===== src/rtl/fp32_pkg.sv =====
// ============================================================================
// Module      : fp32_pkg
// Description : Shared IEEE-754 single-precision constants, unpacked-operand
//               type and unpack helper for the fp32 datapath blocks.
// Revision    : 1.0 - initial release
// ============================================================================
`default_nettype none

package fp32_pkg;

    localparam int          EXP_W   = 8;
    localparam int          FRAC_W  = 23;
    localparam logic [7:0]  BIAS    = 8'd127;
    localparam logic [7:0]  EXP_MAX = 8'd255;
    localparam logic [31:0] QNAN    = 32'h7FC0_0000;

    typedef struct packed {
        logic              sign;
        logic [EXP_W-1:0]  exp;
        logic [FRAC_W-1:0] frac;
        logic              is_zero;
        logic              is_inf;
        logic              is_nan;
    } fp32_unpacked_t;

    // Denormals report as zero: the multiplier flushes them.
    function automatic fp32_unpacked_t fp32_unpack(input logic [31:0] x);
        fp32_unpacked_t u;
        u.sign    = x[31];
        u.exp     = x[30:23];
        u.frac    = x[22:0];
        u.is_zero = (x[30:23] == 8'd0);
        u.is_inf  = (x[30:23] == EXP_MAX) && (x[22:0] == 23'd0);
        u.is_nan  = (x[30:23] == EXP_MAX) && (x[22:0] != 23'd0);
        return u;
    endfunction

endpackage

`default_nettype wire


===== src/rtl/fp32_round_pack.sv =====
// ============================================================================
// Module      : fp32_round_pack
// Description : Combinational normalize / round-to-nearest-even / pack stage
//               for a 48-bit significand product, with special-case priority.
// Revision    : 1.0 - initial release
// ============================================================================
`default_nettype none

module fp32_round_pack
    import fp32_pkg::*;
#(
    parameter logic [31:0] NAN_VALUE = QNAN
) (
    input  logic [47:0]       p,
    input  logic signed [9:0] esum,
    input  logic              sign,
    input  logic              any_nan,
    input  logic              any_inf,
    input  logic              any_zero,
    output logic [31:0]       result,
    output logic              exception,
    output logic              overflow,
    output logic              underflow
);

    logic [22:0]        w_m;
    logic [22:0]        w_m_rnd;
    logic               w_g;
    logic               w_s;
    logic               w_rup;
    logic [23:0]        w_sum;
    logic signed [11:0] w_e;
    logic signed [11:0] w_e_rnd;

    always_comb begin
        w_m     = 23'd0;
        w_g     = 1'b0;
        w_s     = 1'b0;
        w_e     = {{2{esum[9]}}, esum};
        if (p[47]) begin
            w_m = p[46:24];
            w_g = p[23];
            w_s = |p[22:0];
            w_e = {{2{esum[9]}}, esum} + 12'sd1;
        end else begin
            w_m = p[45:23];
            w_g = p[22];
            w_s = |p[21:0];
        end

        w_rup   = w_g & (w_s | w_m[0]);
        w_sum   = {1'b0, w_m} + {23'd0, w_rup};
        // Mantissa rounding up past 1.111..1 renormalises to 1.0 x 2^(e+1).
        w_m_rnd = w_sum[23] ? 23'd0 : w_sum[22:0];
        w_e_rnd = w_sum[23] ? (w_e + 12'sd1) : w_e;

        result    = {sign, w_e_rnd[7:0], w_m_rnd};
        exception = 1'b0;
        overflow  = 1'b0;
        underflow = 1'b0;
        if (any_nan || (any_inf && any_zero)) begin
            result    = NAN_VALUE;
            exception = 1'b1;
        end else if (any_inf) begin
            result    = {sign, 8'hFF, 23'd0};
            exception = 1'b1;
        end else if (any_zero) begin
            result    = {sign, 31'd0};
        end else if (w_e_rnd >= $signed({4'd0, EXP_MAX})) begin
            result    = {sign, 8'hFF, 23'd0};
            overflow  = 1'b1;
        end else if (w_e_rnd <= 12'sd0) begin
            result    = {sign, 31'd0};
            underflow = 1'b1;
        end
    end

endmodule

`default_nettype wire


===== src/rtl/fp32_mul_pipeline.sv =====
// ============================================================================
// Module      : fp32_mul_pipeline
// Description : Three-stage IEEE-754 single-precision multiplier with
//               valid/ready handshake and global stall.
// Revision    : 1.0 - initial release
// ============================================================================
`default_nettype none

module fp32_mul_pipeline
    import fp32_pkg::*;
#(
    parameter logic [31:0] NAN_VALUE = QNAN
) (
    input  logic        clk,
    input  logic        rst,
    input  logic        in_valid,
    output logic        in_ready,
    input  logic [31:0] a,
    input  logic [31:0] b,
    output logic        out_valid,
    input  logic        out_ready,
    output logic [31:0] result,
    output logic        Exception,
    output logic        Overflow,
    output logic        Underflow
);

    fp32_unpacked_t     w_ua;
    fp32_unpacked_t     w_ub;
    logic               w_adv;

    logic               r_s1_valid;
    logic               r_s1_sign;
    logic signed [9:0]  r_s1_esum;
    logic [23:0]        r_s1_ma;
    logic [23:0]        r_s1_mb;
    logic               r_s1_nan;
    logic               r_s1_inf;
    logic               r_s1_zero;

    logic               r_s2_valid;
    logic               r_s2_sign;
    logic signed [9:0]  r_s2_esum;
    logic [47:0]        r_s2_p;
    logic               r_s2_nan;
    logic               r_s2_inf;
    logic               r_s2_zero;

    logic               r_out_valid;
    logic [31:0]        r_result;
    logic               r_exc;
    logic               r_ovf;
    logic               r_unf;

    logic [31:0]        w_result;
    logic               w_exc;
    logic               w_ovf;
    logic               w_unf;

    assign w_ua     = fp32_unpack(a);
    assign w_ub     = fp32_unpack(b);
    // Whole pipe moves together; a held output freezes every stage.
    assign w_adv    = out_ready | ~r_out_valid;
    assign in_ready = w_adv;

    always_ff @(posedge clk or negedge rst) begin
        if (!rst) begin
            r_s1_valid <= 1'b0;
            r_s1_sign  <= 1'b0;
            r_s1_esum  <= '0;
            r_s1_ma    <= '0;
            r_s1_mb    <= '0;
            r_s1_nan   <= 1'b0;
            r_s1_inf   <= 1'b0;
            r_s1_zero  <= 1'b0;
            r_s2_valid <= 1'b0;
            r_s2_sign  <= 1'b0;
            r_s2_esum  <= '0;
            r_s2_p     <= '0;
            r_s2_nan   <= 1'b0;
            r_s2_inf   <= 1'b0;
            r_s2_zero  <= 1'b0;
        end else if (w_adv) begin
            r_s1_valid <= in_valid;
            r_s1_sign  <= w_ua.sign ^ w_ub.sign;
            r_s1_esum  <= $signed({2'b00, w_ua.exp} + {2'b00, w_ub.exp} - {2'b00, BIAS});
            r_s1_ma    <= {1'b1, w_ua.frac};
            r_s1_mb    <= {1'b1, w_ub.frac};
            r_s1_nan   <= w_ua.is_nan | w_ub.is_nan;
            r_s1_inf   <= w_ua.is_inf | w_ub.is_inf;
            r_s1_zero  <= w_ua.is_zero | w_ub.is_zero;

            r_s2_valid <= r_s1_valid;
            r_s2_sign  <= r_s1_sign;
            r_s2_esum  <= r_s1_esum;
            r_s2_p     <= {24'd0, r_s1_ma} * {24'd0, r_s1_mb};
            r_s2_nan   <= r_s1_nan;
            r_s2_inf   <= r_s1_inf;
            r_s2_zero  <= r_s1_zero;
        end
    end

    fp32_round_pack #(
        .NAN_VALUE (NAN_VALUE)
    ) u_round_pack (
        .p         (r_s2_p),
        .esum      (r_s2_esum),
        .sign      (r_s2_sign),
        .any_nan   (r_s2_nan),
        .any_inf   (r_s2_inf),
        .any_zero  (r_s2_zero),
        .result    (w_result),
        .exception (w_exc),
        .overflow  (w_ovf),
        .underflow (w_unf)
    );

    always_ff @(posedge clk or negedge rst) begin
        if (!rst) begin
            r_out_valid <= 1'b0;
            r_result    <= '0;
            r_exc       <= 1'b0;
            r_ovf       <= 1'b0;
            r_unf       <= 1'b0;
        end else if (w_adv) begin
            r_out_valid <= r_s2_valid;
            r_result    <= w_result;
            r_exc       <= w_exc;
            r_ovf       <= w_ovf;
            r_unf       <= w_unf;
        end
    end

    assign out_valid = r_out_valid;
    assign result    = r_result;
    assign Exception = r_exc;
    assign Overflow  = r_ovf;
    assign Underflow = r_unf;

endmodule

`default_nettype wire


===== config.mk =====
export PLATFORM = sky130hd
export DESIGN_NAME = fp32_mul_pipeline
export DESIGN_NICKNAME = d
export VERILOG_FILES = /design/src/rtl/fp32_pkg.sv /design/src/rtl/fp32_round_pack.sv /design/src/rtl/fp32_mul_pipeline.sv
export SDC_FILE = /design/constraint.sdc
export NUM_CORES = 2
export LEC_CHECK = 0
export BUFFER_PORTS_ARGS = -buffer_cell sky130_fd_sc_hd__buf_2
export CAP_MARGIN = 0
export CORE_MARGIN = 1
export CORE_UTILIZATION = 59
export DETAILED_ROUTE_END_ITERATION = 12
export PLACE_DENSITY = 0.86
export RECOVER_POWER = 50
export SETUP_SLACK_MARGIN = 0.4
export SLEW_MARGIN = 0
export SYNTH_ARGS = -nofsm -noshare
export SYNTH_HDL_FRONTEND = slang
export SYNTH_HIERARCHICAL = 1
export SYNTH_SLANG_ARGS = --single-unit

===== constraint.sdc =====
create_clock -name clk -period 6.53 [get_ports clk]
set_input_delay 0.9795 -clock clk [delete_from_list [all_inputs] [get_ports clk]]
set_output_delay 0.9795 -clock clk [all_outputs]
set_load 0.01 [all_outputs]

---- Yosys cells after proc, flatten, opt, wreduce, memory -nomap -nowiden ----
Cells that the tools add are included.
word-level totals
  output and inout bits ................... 37
  memory bits (read-only) ................. 0
  bits in latches ......................... 0
  RAM bits ................................ 0
  bits in registers ....................... 162
  memories kept ........................... 0
operators by class
  order comparisons ....................... 2
  reductions and logical operators ........ 14
  mux-type cells .......................... 22
  shift operators ......................... 0
  add/subtract/negate cells ............... 5
  bitwise operators ....................... 8
  equality and inequality tests ........... 2
  divide/modulo/power cells ............... 0
  multiply operators ...................... 1
operator list
  cell                                                                 count
  2-to-1 mux 31 bit                                                    4
  multiplier 24 x 24 -> 48 bit                                         1
  logical NOT 23 bit                                                   2
  2-to-1 mux 23 bit                                                    2
  nonzero test 23 bit                                                  2
  2-to-1 mux 32 bit                                                    1
  adder 23 x 1 -> 24 bit                                               1
  2-to-1 mux 12 bit                                                    2
  OR reduction 23 bit                                                  1
  OR reduction 22 bit                                                  1
  equality test 8 bit (second input constant)                          2
  logical NOT 8 bit                                                    2
  2-to-1 mux 1 bit                                                     13
  adder 12 x 2 -> 12 bit (second input constant)                       1
  greater-or-equal comparator 12 x 9 -> 1 bit (second input constant)  1
  <= comparator 12 x 1 -> 1 bit (second input constant)                1
  adder 10 x 2 -> 11 bit (second input constant)                       1
  subtractor 9 x 7 -> 10 bit (second input constant)                   1
  adder 8 x 8 -> 9 bit                                                 1
  logical AND 1 bit                                                    5
  OR 1 bit                                                             5
  AND 1 bit                                                            1
  logical OR 1 bit                                                     1
  NOT 1 bit                                                            1
  bitwise XOR 1 bit                                                    1

---- Depth between registers and ports, before layout ----
  depth in word-level cells ............... 12
  depth in mapped cells ................... 27
  depth with buffers taken out ............ 25

---- By module ----
Netlist, hierarchy kept.
by module, submodules not included
  module             instances  cells an instance  seq. area each (um^2)  area each (um^2)
  fp32_mul_pipeline  1          2864               4028.9                 25398.1
  fp32_round_pack    1          332                0.0                    2194.6

---- Least setup slack after synthesis ----
No wires, ideal clock.
  path type ............................... reg2reg
  from .................................... register r_s1_mb[3]
  to ...................................... register r_s2_p[44]
  stages on the path, launching flop included .. 27
  path buffers ............................ 2
  setup time .............................. 83 ps
  required time ........................... 6447 ps
  data arrival time ....................... 6649 ps
  path slack .............................. -201 ps
  cells stage by stage .................... dfrtp_1 > clkbuf_1 > nand2_1 > fa_1 > inv_1 > fa_1 > inv_1 > fa_1 > inv_1 > fa_1 > inv_1 > fa_1 > inv_1 > fa_1 > inv_1 > fa_1 > inv_1 > ha_1 > buf_2 > nand2_1 > or3_1 > o211ai_1 > a211oi_1 > o31ai_1 > a311oi_1 > a311o_2 > o21ai_0
between the ends
  cells in the longest elaborated chain, start to end .. 1
RTL lines
  what                          RTL line                 source
  start: declaration            fp32_mul_pipeline.sv:36  logic [23:0] r_s1_mb;
  start signal: assignment      fp32_mul_pipeline.sv:88  r_s1_mb <= {1'b1, w_ub.frac};
  multiplier 24 x 24 -> 48 bit  fp32_mul_pipeline.sv:96  r_s2_p <= {24'd0, r_s1_ma} * {24'd0, r_s1_mb};
  end signal: assignment        fp32_mul_pipeline.sv:96
  end: declaration              fp32_mul_pipeline.sv:44  logic [47:0] r_s2_p;
Every way passes these cells.
A chain may end at the register's enable or synchronous reset.

---- Worst setup path after layout ----
  from .................................... register r_s1_mb[6]
  to ...................................... register r_s2_p[42]
Same word-level chain as after synthesis.

==> metrics.md <==
| Metric | Value |
|---|---|
| Final wirelength | 79260 µm |
| Final setup fails | 29 |
| Clk Tree Root Cell | clkbuf_16 |
| Iteration-0 DRC Markers | 2334 |
| Worst setup EP type | flop |
| All-Layer GR Usage | 33.25% |
| Layout fillers | 3187 |
| Final max-slew violation count | 106 |
| Hold path depth | 2 |
| Startpoint types | flop |
| RePlAce Congestion | 0.9344 |
| Die ar. | 47640 µm² |
| Fin crit share | 113.1% |
| First drt pass iteration count | 8 |
| Sink Count | 161 |
| Post-Syn Area | 27590 µm² |
| Site row count | 78 |
| Area Overhead vs Synth | 14.64% |
| Count of final hold-check violations | 0 |
| Crit path cell chain | and2_1 -> fa_1 -> fa_2 -> inv_2 -> fa_2 -> inv_2 -> fa_1 -> inv_1 -> fa_1 -> inv_1 -> fa_1 -> inv_1 -> fa_1 -> inv_2 -> ha_4 -> nand2_2 -> or3_1 -> o211ai_1 -> a211oi_2 -> buf_4 -> o21ba_4 -> o31a_1 -> or4_1 -> nand3_1 |
| Post-CTS Hold Fix Bufs | 0 |
| Critical path arrival | 7780 ps |
| Share of layout cells above drive strength 1 | 16.78% |
| Vias | 23490 |
| Most frequent cell after synthesis | nand2_1 |
| Avg Inst Size Synth | 8.634 µm² |
| Clock Pin Slew Worst Setup and Hold Paths | 70 ps |
| Max Cap Violations | 1 |
| Synthesized instance count | 3196 |
| Clk_lat worst skew | 460 ps |
| FF-to-FF Start | r_s1_mb[6] |
| H-Tree Level Count | 4 |
| Worst path required time | 6920 ps |
| Max Fclk | 135.4 MHz |
| DR DRC count | 0 |
| Synth top cells by count | nand2_1 (678), inv_1 (569), fa_1 (483), and2_1 (301), ha_1 (192) |
| Reg-to-reg endpoint | r_s2_p[42] |
| Crit path top cell by count | fa_1 |
| Die width | 218.3 µm |
| Total core area | 45770 µm² |
| Slowest CP cell | fa_1 |
| Buf+Inv Stages, Crit Path | 7 |
| Failing checks | capacitance limit, slew limit, setup timing |
| Port Buf Inserts | 104 |
| Clock skew | 18.60 ps |
| Cell taking the most area after synthesis | fa_1 |
| Antenna violations before repair | 4 |
| Yosys warns | 6 |
| Worst-margin pin slew | 4880 ps |
| WS Path Type | reg2reg |
| #FFs+latches synth | 161 |
| Total CTS buffers | 17 |
| CTS Buffer Depth | 2 |
| Cell family with most CP delay | adder cells |
| Dpl ws | -349.3 ps |
| DR WL/cell | 19.74 µm |
| Hpwl dp | 56610 µm |
| Normalized max-slew margin | -225.3% |
| Gr ovfl total | 0 |
| Synth async-reset ratio | 100.0% |
| Largest cells by area after synthesis | fa_1 (35%), dfrtp_1 (15%), nand2_1 (9.2%) |
| Main synth FF type | dfrtp_1 |
| Initial Util | 60.28% |
| Setup TNS | -19430 ps |
| Post-synthesis sequential area ratio | 14.60% |
| Vias per cell | 5.850 |
| First-pass GRT wire length | 123900 µm |
| Reg2reg setup slack | -860 ps |
| Vias in the first global route | 24240 |
| Die Span Y | 218.3 µm |
| Share of Yosys cell area claimed by the top area cell type | 35.04% |
| Dpl cell area | 30000 µm² |
| Final ANT Viol Nets | 0 |
| WHS Endpoint | r_s2_sign |
| Minimum clock period after layout | 7386 ps |
| Layout Nets | 4144 |
| # IOs | 105 |
| CP max stage delay | 700 ps |
| Syn_nets | 3939 |
| Design area | 31630 µm² |
| Largest fanout on the critical path | 7 |
| EDFF count, synth | 0 |
| Largest net degree at the start of global routing | 106 |
| Worst-case reg-to-reg path depth | 24 |
| Outcome | finished with violations |
| CTS tree | done |
| RSZ-0062 raised after global routing | yes |
| Setup WS post-layout | -855.9 ps |
| Synth cell types | 79 |
| Hold path startpoint | r_s2_sign |
| Final core utilization | 69.11% |
| Worst Hold Class | reg2reg |
## state kept, by name, summed over array words and instances, names as in the netlist, 10 cells and up
register / count
r_s1_esum: 10
r_s1_ma: 24
r_s1_mb: 23
r_s2_esum: 10
r_s2_p: 48
result: 32
## cell usage in the layout (no fill, tap or decap), types with 8 or more instances in the layout
cell type  Yosys  routed
nand3_1       39      37
and3_1        13      12
and2_4         0      12
buf_12         0       9
dfrtp_2        0      27
inv_1        569     546
ha_1         192     174
o21ai_0       52      34
dfrtp_1      161     134
buf_2          9     104
nor2_1        94      91
and2_1       301     290
a31oi_1       11       8
nand2b_1       8       8
o21bai_1      14      13
xor2_1        38      37
inv_2          0      21
mux2i_1       11      11
xnor2_1       52      47
nor4_1        23      23
a21o_1        27      27
a21oi_1       91      80
nand4_1       28      28
fa_1         483     458
fa_2           0      25
nor3_1        18      17
o21ai_1        0      16
clkbuf_16      0      17
ha_4           0      13
nand2_1      678     672
buf_4          3     204
nor2b_1        9       8
buf_6          4      30
## how the worst max path moves through the flow
stage	cells past startpoint	end	start	slack, ps
after floorplan	25	r_s2_p[41]	r_s1_ma[7]	130
after global placement	22	r_s2_p[41]	r_s1_ma[15]	-190
after detailed placement	23	r_s2_p[33]	r_s1_mb[6]	-350
after CTS	25	r_s2_p[44]	r_s1_ma[8]	-130
after global routing	24	r_s2_p[46]	r_s1_mb[6]	-1050
final	24	r_s2_p[42]	r_s1_mb[6]	-860
## repair_timing
item / CTS / global route
resized for setup: 111 / 87
setup buffers: 23 / 23
pin swaps: 44 / 59
setup endpoints to repair: 31 / 34
## worst reg2reg max path, delay by kind of cell, from the launching register on
kind | cells | cell delay, ps
AOI/OAI and AO/OA | 4 | 690
adders and majority gates | 8 | 4200
buffers and inverters | 7 | 500
DFF | 1 | 550
and+or+nand+nor | 5 | 1370
## cell families after synthesis
family,after synthesis,synth area share [%]
multiplexers,18,0.6847
adder cells (fa/ha/maj),675,43.75
flip-flops,161,14.60
buffers and inverters,736,10.32
AND/OR/NAND/NOR,1251,21.54
AO/OA/AOI/OAI,263,6.085
XOR/XNOR,92,3.020
## per-stage QoR
stage	hold slack, ps	instances
global placement	442.6	3936
floorplan	430.0	3196
CTS	463.3	3991
finish	461.1	4015
detailed placement	447.7	3936
global route	491.0	4014
## layer usage
metal | up-vias | track usage (%) | share of wire (%)
met5 | - | 0 | 0.17
met4 | 8 | 15.57 | 6.2
met3 | 419 | 7.585 | 9.2
met2 | 1349 | 56.04 | 49
met1 | 11600 | 40.42 | 36
li1 | 10110 | - | -
## area by class of cell
class                      count  area, µm²  share of cell area, %
multi-input combinational   2299      21370                  67.57
clock inverter                12      197.7                 0.6250
tap                          600      750.7                  2.373
timing repair buffer         352       2631                  8.318
antenna                        1      2.502               0.007911
clock buffer                  20      466.7                  1.475
sequential                   161       4063                  12.84
inverter                     570       2147                  6.788
Power is left out: the tool's default activity adds up to more than one toggle a clock period on the data nets, which glitch-free logic cannot reach.
